--- config.mk ---
export PLATFORM = sky130hd
export DESIGN_NAME = wb_stage
export DESIGN_NICKNAME = d
export VERILOG_FILES = /design/src/rtl/wb_stage_pkg.sv /design/src/rtl/wb_stage_fifo.sv /design/src/rtl/wb_stage.sv
export SDC_FILE = /design/constraint.sdc
export NUM_CORES = 1
export LEC_CHECK = 0
export BUFFER_PORTS_ARGS = -buffer_cell sky130_fd_sc_hd__buf_2
export CAP_MARGIN = 20
export CORE_MARGIN = 2
export CORE_UTILIZATION = 36
export DETAILED_ROUTE_END_ITERATION = 16
export PLACE_DENSITY = 0.6
export SYNTH_ARGS = -nofsm -noshare
export SYNTH_HDL_FRONTEND = slang
export SYNTH_SLANG_ARGS = --single-unit
--- constraint.sdc ---
create_clock -name clock -period 7.1 [get_ports clock]
set_clock_uncertainty 0.15 [all_clocks]
set_input_delay 0.71 -clock clock [delete_from_list [all_inputs] [get_ports clock]]
set_output_delay 0.71 -clock clock [all_outputs]
set_load 0.01 [all_outputs]
--- src/rtl/wb_stage_pkg.sv ---
// Shared types for the write-back stage: register-file address/data types,
// the queued write-back entry, and the read/write port count macros.
`ifndef REG_AMT
`define REG_AMT 32
`endif
`ifndef READ_PORTS
`define READ_PORTS 2
`endif
`ifndef WRITE_PORTS
`define WRITE_PORTS 1
`endif

package wb_stage_pkg;

  localparam int unsigned DATA_W       = 32;
  localparam int unsigned RF_ADR_W     = $clog2(`REG_AMT);
  localparam int unsigned READ_PORTS_P = `READ_PORTS;

  typedef logic [RF_ADR_W-1:0] t_RFadrs;
  typedef logic [DATA_W-1:0]   t_data;

  // One buffered execute result; wen=0 means retire without an RF write.
  typedef struct packed {
    t_RFadrs dst;
    t_data   data;
    logic    wen;
  } t_wb_entry;

endpackage

--- src/rtl/wb_stage_fifo.sv ---
// wb_fifo: circular in-order queue of write-back entries with head/tail
// pointers and an occupancy count. Storage is exported so the owner can
// scan pending destinations.
module wb_fifo
  import wb_stage_pkg::*;
#(
  parameter int unsigned DEPTH = 2
) (
  input  logic                     clock,
  input  logic                     reset,
  input  logic                     push,
  input  t_wb_entry                push_entry,
  input  logic                     pop,
  output t_wb_entry                entries [DEPTH],
  output logic [$clog2(DEPTH)-1:0] head,
  output logic [$clog2(DEPTH):0]   count,
  output logic                     full,
  output logic                     empty
);

  localparam int unsigned PTR_W = $clog2(DEPTH);
  localparam logic [PTR_W:0] DEPTH_C = (PTR_W+1)'(DEPTH);

  t_wb_entry        mem_q [DEPTH];
  t_wb_entry        mem_d [DEPTH];
  logic [PTR_W-1:0] head_q, head_d;
  logic [PTR_W-1:0] tail_q, tail_d;
  logic [PTR_W:0]   count_q, count_d;
  logic             push_ok, pop_ok;

  assign full    = (count_q == DEPTH_C);
  assign empty   = (count_q == '0);
  assign push_ok = push && !full;
  assign pop_ok  = pop && !empty;

  assign entries = mem_q;
  assign head    = head_q;
  assign count   = count_q;

  // Next-state for storage, pointers and count; pointers wrap by width.
  always_comb begin
    mem_d   = mem_q;
    head_d  = head_q;
    tail_d  = tail_q;
    count_d = count_q;
    if (push_ok) begin
      mem_d[tail_q] = push_entry;
      tail_d        = tail_q + 1'b1;
    end
    if (pop_ok) begin
      head_d = head_q + 1'b1;
    end
    case ({push_ok, pop_ok})
      2'b10:   count_d = count_q + 1'b1;
      2'b01:   count_d = count_q - 1'b1;
      default: count_d = count_q;
    endcase
  end

  // Queue state registers; reset discards every pending entry.
  always_ff @(posedge clock or posedge reset) begin
    if (reset) begin
      for (int unsigned i = 0; i < DEPTH; i++) begin
        mem_q[i] <= '0;
      end
      head_q  <= '0;
      tail_q  <= '0;
      count_q <= '0;
    end else begin
      mem_q   <= mem_d;
      head_q  <= head_d;
      tail_q  <= tail_d;
      count_q <= count_d;
    end
  end

endmodule

--- src/rtl/wb_stage.sv ---
// wb_stage: write-back stage in front of RF write port 0. Queues execute
// results, drains one per cycle unless rf_hold, flags pending destinations
// on the RF read addresses and counts retired instructions.
// Optional feature macro: WB_BYPASS_EN builds the youngest-match forwarding
// mux; without it fwd_hit/fwd_data are tied low.
module wb_stage
  import wb_stage_pkg::*;
#(
  parameter int unsigned DEPTH = 2,
  parameter int unsigned CNT_W = 16
) (
  input  logic                   clock,
  input  logic                   reset,
  input  logic                   ex_valid,
  output logic                   ex_ready,
  input  t_RFadrs                ex_dst,
  input  t_data                  ex_data,
  input  logic                   ex_wen,
  input  logic                   rf_hold,
  output t_RFadrs                rf_dst,
  output t_data                  rf_datain,
  output logic                   rf_wr_en,
  input  t_RFadrs                src      [`READ_PORTS],
  output logic                   pend_hit [`READ_PORTS],
  output logic                   fwd_hit  [`READ_PORTS],
  output t_data                  fwd_data [`READ_PORTS],
  output logic [$clog2(DEPTH):0] occupancy,
  output logic [CNT_W-1:0]       retire_cnt
);

  localparam int unsigned PTR_W = $clog2(DEPTH);

  t_wb_entry        entries [DEPTH];
  t_wb_entry        push_entry;
  logic [PTR_W-1:0] head;
  logic [PTR_W:0]   count;
  logic             full, empty;
  logic             accept, drain;
  logic [CNT_W-1:0] retire_cnt_q, retire_cnt_d;

  assign ex_ready   = !full && !reset;
  assign accept     = ex_valid && ex_ready;
  assign drain      = !empty && !rf_hold;
  assign push_entry = '{dst: ex_dst, data: ex_data, wen: ex_wen};

  wb_fifo #(
    .DEPTH (DEPTH)
  ) u_fifo (
    .clock      (clock),
    .reset      (reset),
    .push       (accept),
    .push_entry (push_entry),
    .pop        (drain),
    .entries    (entries),
    .head       (head),
    .count      (count),
    .full       (full),
    .empty      (empty)
  );

  assign occupancy  = count;
  assign retire_cnt = retire_cnt_q;

  // RF write port driven from the head entry; zeroed while empty.
  always_comb begin
    rf_dst    = '0;
    rf_datain = '0;
    rf_wr_en  = 1'b0;
    if (!empty) begin
      rf_dst    = entries[head].dst;
      rf_datain = entries[head].data;
      rf_wr_en  = drain && entries[head].wen;
    end
  end

  // Pending-write detect: any occupied wen=1 entry, head included, whose
  // dst equals the read address.
  always_comb begin
    for (int unsigned p = 0; p < `READ_PORTS; p++) begin
      pend_hit[p] = 1'b0;
      for (int unsigned k = 0; k < DEPTH; k++) begin
        if ((PTR_W+1)'(k) < count) begin
          if (entries[head + PTR_W'(k)].wen &&
              entries[head + PTR_W'(k)].dst == src[p]) begin
            pend_hit[p] = 1'b1;
          end
        end
      end
    end
  end

`ifdef WB_BYPASS_EN
  // Forward mux: scan oldest to youngest so the youngest match wins.
  always_comb begin
    for (int unsigned p = 0; p < `READ_PORTS; p++) begin
      fwd_hit[p]  = pend_hit[p];
      fwd_data[p] = '0;
      for (int unsigned k = 0; k < DEPTH; k++) begin
        if ((PTR_W+1)'(k) < count) begin
          if (entries[head + PTR_W'(k)].wen &&
              entries[head + PTR_W'(k)].dst == src[p]) begin
            fwd_data[p] = entries[head + PTR_W'(k)].data;
          end
        end
      end
    end
  end
`else
  // No forwarding path: consumers must stall on pend_hit.
  always_comb begin
    for (int unsigned p = 0; p < `READ_PORTS; p++) begin
      fwd_hit[p]  = 1'b0;
      fwd_data[p] = '0;
    end
  end
`endif

  // Retired-instruction counter, wraps modulo 2^CNT_W.
  always_comb begin
    retire_cnt_d = retire_cnt_q;
    if (drain) begin
      retire_cnt_d = retire_cnt_q + 1'b1;
    end
  end

  // Counter register.
  always_ff @(posedge clock or posedge reset) begin
    if (reset) begin
      retire_cnt_q <= '0;
    end else begin
      retire_cnt_q <= retire_cnt_d;
    end
  end

endmodule

# Yosys cells after proc, flatten, opt, wreduce, memory -nomap -nowiden
# Cells that the tools add are included.
dict set report totals {
  in_bits 52
  register_bits 96
}
dict set report op_classes {
  n_bitwise 3
  eq_ne 7
  magnitude_cmp 6
  n_reduce_logical 17
  mux 21
  addsub 5
}
# operator n
set ops {}
lappend ops {{2-to-1 mux 38 bit} 7}
lappend ops {{bitwise mux 76 bit} 1}
lappend ops {{demux 38 bit (select 1 bit)} 1}
lappend ops {{2-to-1 mux 32 bit} 1}
lappend ops {{== test 5 bit} 4}
lappend ops {{adder 16 x 1 -> 16 bit, second input constant} 1}
lappend ops {{logical AND 1 bit} 11}
lappend ops {{2-to-1 mux 1 bit} 9}
lappend ops {{greater-or-equal comparator 2 bit, second input constant} 3}
lappend ops {{NOT 1 -> 2 bit} 3}
lappend ops {{2-to-1 mux 5 bit} 1}
lappend ops {{== test 2 bit, second input constant} 2}
lappend ops {{zero test 1 bit} 4}
lappend ops {{< comparator 1 x 2 -> 1 bit, first input constant} 2}
lappend ops {{one-hot mux 2 bit (2 select lines)} 1}
lappend ops {{adder 1 bit, second input constant} 2}
lappend ops {{adder 2 x 1 -> 2 bit, second input constant} 1}
lappend ops {{== test 2 x 1 -> 1 bit, second input constant} 1}
lappend ops {{zero test 2 bit} 1}
lappend ops {{< comparator 2 x 1 -> 1 bit, second input constant} 1}
lappend ops {{nonzero test 2 bit} 1}
lappend ops {{subtractor 2 x 1 -> 2 bit, second input constant} 1}

# Longest topological paths before layout
# Gate-level depths: netlist (run 1).
dict set report logic_depth {
  word_depth 10
  mapped_depth 8
  depth_no_buf 7
}

# Cells and area by module
# Synthesis (run 1) repeated with hierarchy kept, for this count alone.
dict set report unflattened {
  hier_cells 429
  hier_area_um2 5295.1
}
# mod seq_area_each_um2 area_per_inst_um2 n_inst cells_each
set by_module_without_submodules {}
lappend by_module_without_submodules {wb_fifo 2001.9 3163.0 1 179}
lappend by_module_without_submodules {wb_stage 400.4 2132.0 1 250}

# Worst setup path after synthesis (run 1)
# OpenSTA, ideal clock, no wires.
dict set report synth_path {
  kind {reg2out}
  start {register u_fifo.count_q[1], in the netlist u_fifo.count[1]}
  end {output rf_datain[15]}
  path_slack_ns 4.820
  t_arrival_ns 1.420
  path_stages_with_launch 6
  n_path_buf 2
  path_cell_list {dfrtp_1 -> inv_1 -> ha_1 -> clkbuf_1 -> clkbuf_1 -> nor2_1}
}
dict set report synth_via {
  elab_chain_cells 2
}
# element line_no
set synth_rtl {}
lappend synth_rtl {{from (decl)} wb_stage_fifo.sv:28} ;# logic [PTR_W:0] count_q, count_d;
lappend synth_rtl {{from (signal assigned)} wb_stage_fifo.sv:73} ;# count_q <= count_d;
lappend synth_rtl {{zero test 2 bit} wb_stage_fifo.sv:32} ;# assign empty = (count_q == '0);
lappend synth_rtl {{2-to-1 mux 32 bit} wb_stage.sv:69} ;# if (!empty) begin
lappend synth_rtl {{to (decl)} wb_stage.sv:21} ;# output t_data rf_datain,
# No other way between the ends.

==> impl_metrics.toml, run 1 <==
[outcome]
result_of_the_run = "finished clean"

[sta]
worst_slew_margin_rel = 0.338
setup_viol = 0
fmax_mhz = 269
tns_ns = 0
fin_crit_share = 0.524
timing.final.hold_violations = 0
rsz_0062_raised_after_global_routing = "false"
slew_worst_pin_ns = 0.993
postLayoutSetupSlackWorst_ns = 3.38
drv_slew = 0
final.min_clock_period_ns = 3.72

[place]
dp_hpwl_mm = 7.15
place_congestion = 0.795
numPlacedInstances = 703
placement.setup.worst_slack_ns = 3.71
place.port_buffers = 110

[setup_path]
crit-reg2reg-capture = "u_fifo.entries[74]"
crit-reg2reg-launch = "u_fifo.count[0]"
worstSetupEndpointType = "output pin"
critPathCapture = "pend_hit[0]"
worstPathMaxFanout = 24
worstPathArrival_ns = 2.86
reg2reg_setup_slack_ns = 4.45
critical_path_source = "u_fifo.head"
worstPathRequired_ns = 6.24
cp-start-kind = "flop"
critPathKind = "reg2out"
timing.reg2reg.worst_path_depth = 7

[drt]
first_pass_iters = 4
drt_wl_total_mm = 10.2
wire_per_inst_um = 14.2
postRouteAntennaNets = 0
dr.first_iter.drc_count = 78
drcViolationCount = 0
detail_route.vias_per_cell = 4.52
num_vias = 3252

[clocking]
cts_post_setup_buffers_inserted = 0
cts.clk_slew.worst_paths_ns = 0.06
clock_insertion_delay_worst_skew_ns = 0.34
clkSinkCount = 96
cts_hold_repair.buffers = 0
htree_levels = 3
cts_bufs_inserted = 9
cts_tree = "built"
cts-root-buf = "clkbuf_16"
post_cts_resized = 0
clock_tree.buffer_depth = 2

[floorplanning]
dieHeight_um = 123
ios = 177
die_area_um2 = 15100
floorplan.initialDensity = 0.368
rows = 43
dieWidth_um = 123
placeableCoreArea_um2 = 13800

[layout]
antenna-diode-count = 0
utilization = 0.424
area.growth.synth_to_final_pct = 15.3
post_layout_nonfiller_instances = 720
post_route_cells_drive_above_1_share = 0.393
final_net_count = 592

[global_routing]
grt_antenna_before_repair = 0
globalRoute.totalOverflow = 0
maximum_number_of_pins_on_one_net_before_global_route_repair = 83
grt_usage = 0.139
vias_in_the_first_global_route = 3106
grt_first_pass_wirelength_mm = 15.9

[min_path]
min_path_type = "in2async"

[logic_synthesis]
synth_warnings = 0
share_of_the_yosys_chip_area_belonging_to_registers = 0.472
netlist_instances = 428
ys_types = 24
syn_avg_cell_area_um2 = 11.9
synth.cell_area_um2 = 5090
ys_ff_latch = 96

[power_and_ir_drop]
power_leakage_nw = 2.90
power.density_nw_per_um2 = 448
vdd_ir_drop_max_mv = 0.168

[flow_run]
max_cap_violations = 0
[state kept, by name (all words and copies together) (netlist names)]
signal          cells
retire_cnt         16
u_fifo.count        2
u_fifo.entries     76
u_fifo.head         1
u_fifo.tail_q       1
[power by group]
part,leakage [nW],internal (mW),switching [mW]
Sequential,1.16,0.799,0.183
Combinational,1.59,0.586,0.574
Clock,0.150,0.291,0.196
[synth_stat cells]
master	number	area, µm²
and4_1	1	8.76
nor4_1	4	25.0
buf_6	2	22.5
conb_1	1	3.75
nor2_1	44	165
buf_4	71	533
nand3_1	8	40.0
buf_2	6	30.0
clkbuf_1	4	15.0
nand4_1	5	31.3
inv_1	3	11.3
o21ai_0	1	5.00
nor3_1	3	15.0
mux2i_2	1	13.8
nand2_1	9	33.8
mux2_2	77	867
nand2b_1	1	6.26
and3_1	3	18.8
xnor2_1	29	254
dfrtp_1	96	2400
nor2_2	1	6.26
xor2_1	10	87.6
mux2i_1	43	430
ha_1	5	62.6
[layer usage]
layer	up-vias	wire length [µm]	share of wire	global-route usage
li1	1525	-	-	-
met1	1598	4520	0.44	0.177
met2	117	4690	0.46	0.219
met3	12	839	0.082	0.0420
met4	0	171	0.017	0.0582
met5	-	0	0	0
[stage by stage]
| stage | instance area, µm² | hold WS [ns] | total power, mW |
|---|---|---|---|
| 2_1_floorplan | 5330 | 0.311 | 1.83 |
| 3_3_place_gp | 5550 | 0.302 | 2.13 |
| 3_5_place_dp | 5550 | 0.303 | 2.17 |
| 4_1_cts | 5850 | 0.134 | 2.67 |
| 5_1_grt | 5870 | 0.149 | 2.84 |
| 6_report | 5870 | 0.148 | 2.63 |
[critical path, stage by stage (launching register included)]
cell and delay (ns):
dfrtp_2 0.82, buf_4 0.51, mux2i_1 0.43, xnor2_1 0.13, nor4_1 0.31, nand3_1 0.11, nand2_1 0.07, buf_2 0.12
[how the worst min path moves through the flow]
stage / to / slack [ns] / cells after the start
after floorplan: u_fifo.tail_q / 0.31 / 1
after global placement: retire_cnt[15] / 0.30 / 1
after detailed placement: retire_cnt[15] / 0.30 / 1
after CTS: u_fifo.entries[62] / 0.13 / 2
after global routing: u_fifo.entries[26] / 0.15 / 2
final: u_fifo.entries[24] / 0.15 / 2
[cells by family after synthesis]
family	Yosys count	share of synthesized area
mux	121	0.258
other cells	1	0.000737
xor+xnor	39	0.0671
fa+ha+maj	5	0.0123
simple gates	79	0.0688
compound gates	1	0.000983
buf+inv	86	0.120
flops	96	0.472
[cell usage in the layout (no fill, tap or decap), types with 4 or more instances in the layout]
cell type,netlist,layout
buf_2,6,110
clkbuf_16,0,9
conb_1,1,66
dfrtp_1,96,95
ha_1,5,4
mux2_2,77,77
mux2i_1,43,43
nand2_1,9,9
nand3_1,8,8
nand4_1,5,5
nor2_1,44,43
nor4_1,4,4
xnor2_1,29,29
xor2_1,10,10
[cell type report]
cell class,instances,area (µm²)
Multi-Input combinational cell,311,2330
Sequential cell,96,2400
Tap cell,180,225
Timing Repair Buffer,114,593
Clock inverter,3,40.0
Clock buffer,13,260
Fill cell,1325,7960
Inverter,3,13.8
No activity file was read; power rests on OpenSTA's default activity.
==> run 2, diff against run 1 <==
PLACE_DENSITY = 0.62   (was 0.6)
clock period = 3.09 ns   (was 7.1 ns; I/O delays follow)
==> impl_metrics.toml, run 2 (synthesis results as in run 1) <==
[clocking]
post_cts_resized = 0
clkSinkCount = 96
htree_levels = 3
clock_tree.buffer_depth = 2
clock_insertion_delay_worst_skew_ns = 0.34
cts_tree = "built"
cts.clk_slew.worst_paths_ns = 0.07
cts-root-buf = "clkbuf_16"
cts_bufs_inserted = 9

[global_routing]
vias_in_the_first_global_route = 3296
grt_usage = 0.146
globalRoute.totalOverflow = 0
grt_first_pass_wirelength_mm = 16.8
maximum_number_of_pins_on_one_net_before_global_route_repair = 50
grt_antenna_before_repair = 0

[sta]
setup_viol = 0
tns_ns = 0
fin_crit_share = 0.842
worst_slew_margin_rel = 0.594
slew_worst_pin_ns = 0.608
final.min_clock_period_ns = 2.60
rsz_0062_raised_after_global_routing = "false"
fmax_mhz = 385
drv_slew = 0
timing.final.hold_violations = 0

[floorplanning]
placeableCoreArea_um2 = 13800
die_area_um2 = 15100
dieWidth_um = 123
floorplan.initialDensity = 0.368
ios = 177
dieHeight_um = 123
rows = 43

[power_and_ir_drop]
power.density_nw_per_um2 = 1050
power_leakage_nw = 2.94
vdd_ir_drop_max_mv = 0.419

[min_path]
hold_start = "ex_data[17]"
min_delay_path_depth = 2
min_path_type = "in2reg"
worstHoldEndpoint = "u_fifo.entries[18]"

[drt]
wire_per_inst_um = 14.9
detail_route.vias_per_cell = 4.55
num_vias = 3296
postRouteAntennaNets = 0
drcViolationCount = 0
dr.first_iter.drc_count = 70
first_pass_iters = 4
drt_wl_total_mm = 10.8

[setup_path]
crit-reg2reg-launch = "u_fifo.count[0]"
worstPathArrival_ns = 2.14
crit-reg2reg-capture = "u_fifo.entries[19]"
worstSetupEndpointType = "output pin"
reg2reg_setup_slack_ns = 0.78
cp-start-kind = "flop"
worstPathRequired_ns = 2.63
critPathKind = "reg2out"
worstPathMaxFanout = 15
timing.reg2reg.worst_path_depth = 6

[layout]
utilization = 0.430
final_net_count = 597
post_route_cells_drive_above_1_share = 0.399
area.growth.synth_to_final_pct = 16.8
final_common_cell = "buf_2"
mostFrequentLayoutCells = "buf_2, dfrtp_1, mux2_2"
largest_reg_flops = 76
antenna-diode-count = 0

[outcome]
result_of_the_run = "finished clean"

[flow_run]
max_cap_violations = 0

[place]
place_congestion = 0.838
place.port_buffers = 110
dp_hpwl_mm = 7.71
run 2: cell count changes in the layout (fill, tap and decap cells not counted):
cell	before	now
clkbuf_8	2	4
clkbuf_1	2	0
bufinv_16	1	2
dlygate4sd3_1	0	1
buf_4	3	7
clkinv_2	2	0
run 2: final cells by class:
cell class / count / area, µm²
flip-flops and latches: 96 / 2400
multi-input cells: 311 / 2330
clock inverters: 2 / 60.1
inverters: 3 / 13.8
well taps: 180 / 225
clock buffers: 13 / 280
repair buffers: 119 / 633
fillers: 1308 / 7880
run 2: where the power goes:
part | internal, mW | switching, mW
Combinational | 1.37 | 1.38
Sequential | 1.84 | 0.394
Clock | 0.793 | 0.453
Total | 4.00 | 2.23
run 2: worst max path at each step:
| stage | depth (start not counted) | slack (ns) | from | endpoint |
|---|---|---|---|---|
| 2_1_floorplan | 1 | 0.13 | reset | retire_cnt[0] |
| 4_1_cts | 6 | 0.47 | u_fifo.head | pend_hit[1] |
| 5_1_grt | 6 | 0.35 | u_fifo.head | pend_hit[0] |
| 6_report | 6 | 0.49 | u_fifo.head | pend_hit[1] |
| 3_5_place_dp | 6 | 0.77 | u_fifo.count[0] | u_fifo.entries[15] |
| 3_3_place_gp | 6 | 0.85 | u_fifo.count[0] | u_fifo.entries[11] |
run 2: metrics by stage:
stage               instances  hold WS, ns  power [mW]  cell area, µm²  setup slack, ns
floorplan                 493        0.311        4.21            5330            0.126
global placement          708        0.301        4.94            5600            0.846
detailed placement        708        0.312        5.04            5600            0.768
CTS                       724       0.0387        6.33            5950            0.467
global route              724       0.0451        6.69            5950            0.355
finish                    724       0.0564        6.22            5950            0.490
run 2: per-layer routing:
metal | part of all wire | global-route usage | vias to the layer above
met5 | 0 | 0 | -
met4 | 0.019 | 0.0625 | 0
met3 | 0.080 | 0.0470 | 16
met2 | 0.48 | 0.244 | 132
met1 | 0.42 | 0.174 | 1610
li1 | - | - | 1538
run 2: critical path, stage by stage (launching register included):
cell     delay, ns
dfrtp_2       0.64
mux2i_1       0.42
xnor2_1       0.12
nor4_1        0.29
nand3_1       0.14
nand2_1       0.08
buf_2         0.12
run 2: repair_timing:
| action | CTS | global route |
|---|---|---|
| endpoints found under the hold margin | 47 | 0 |
| hold buffers | 1 | 0 |
| buffers inserted | 0 | 0 |
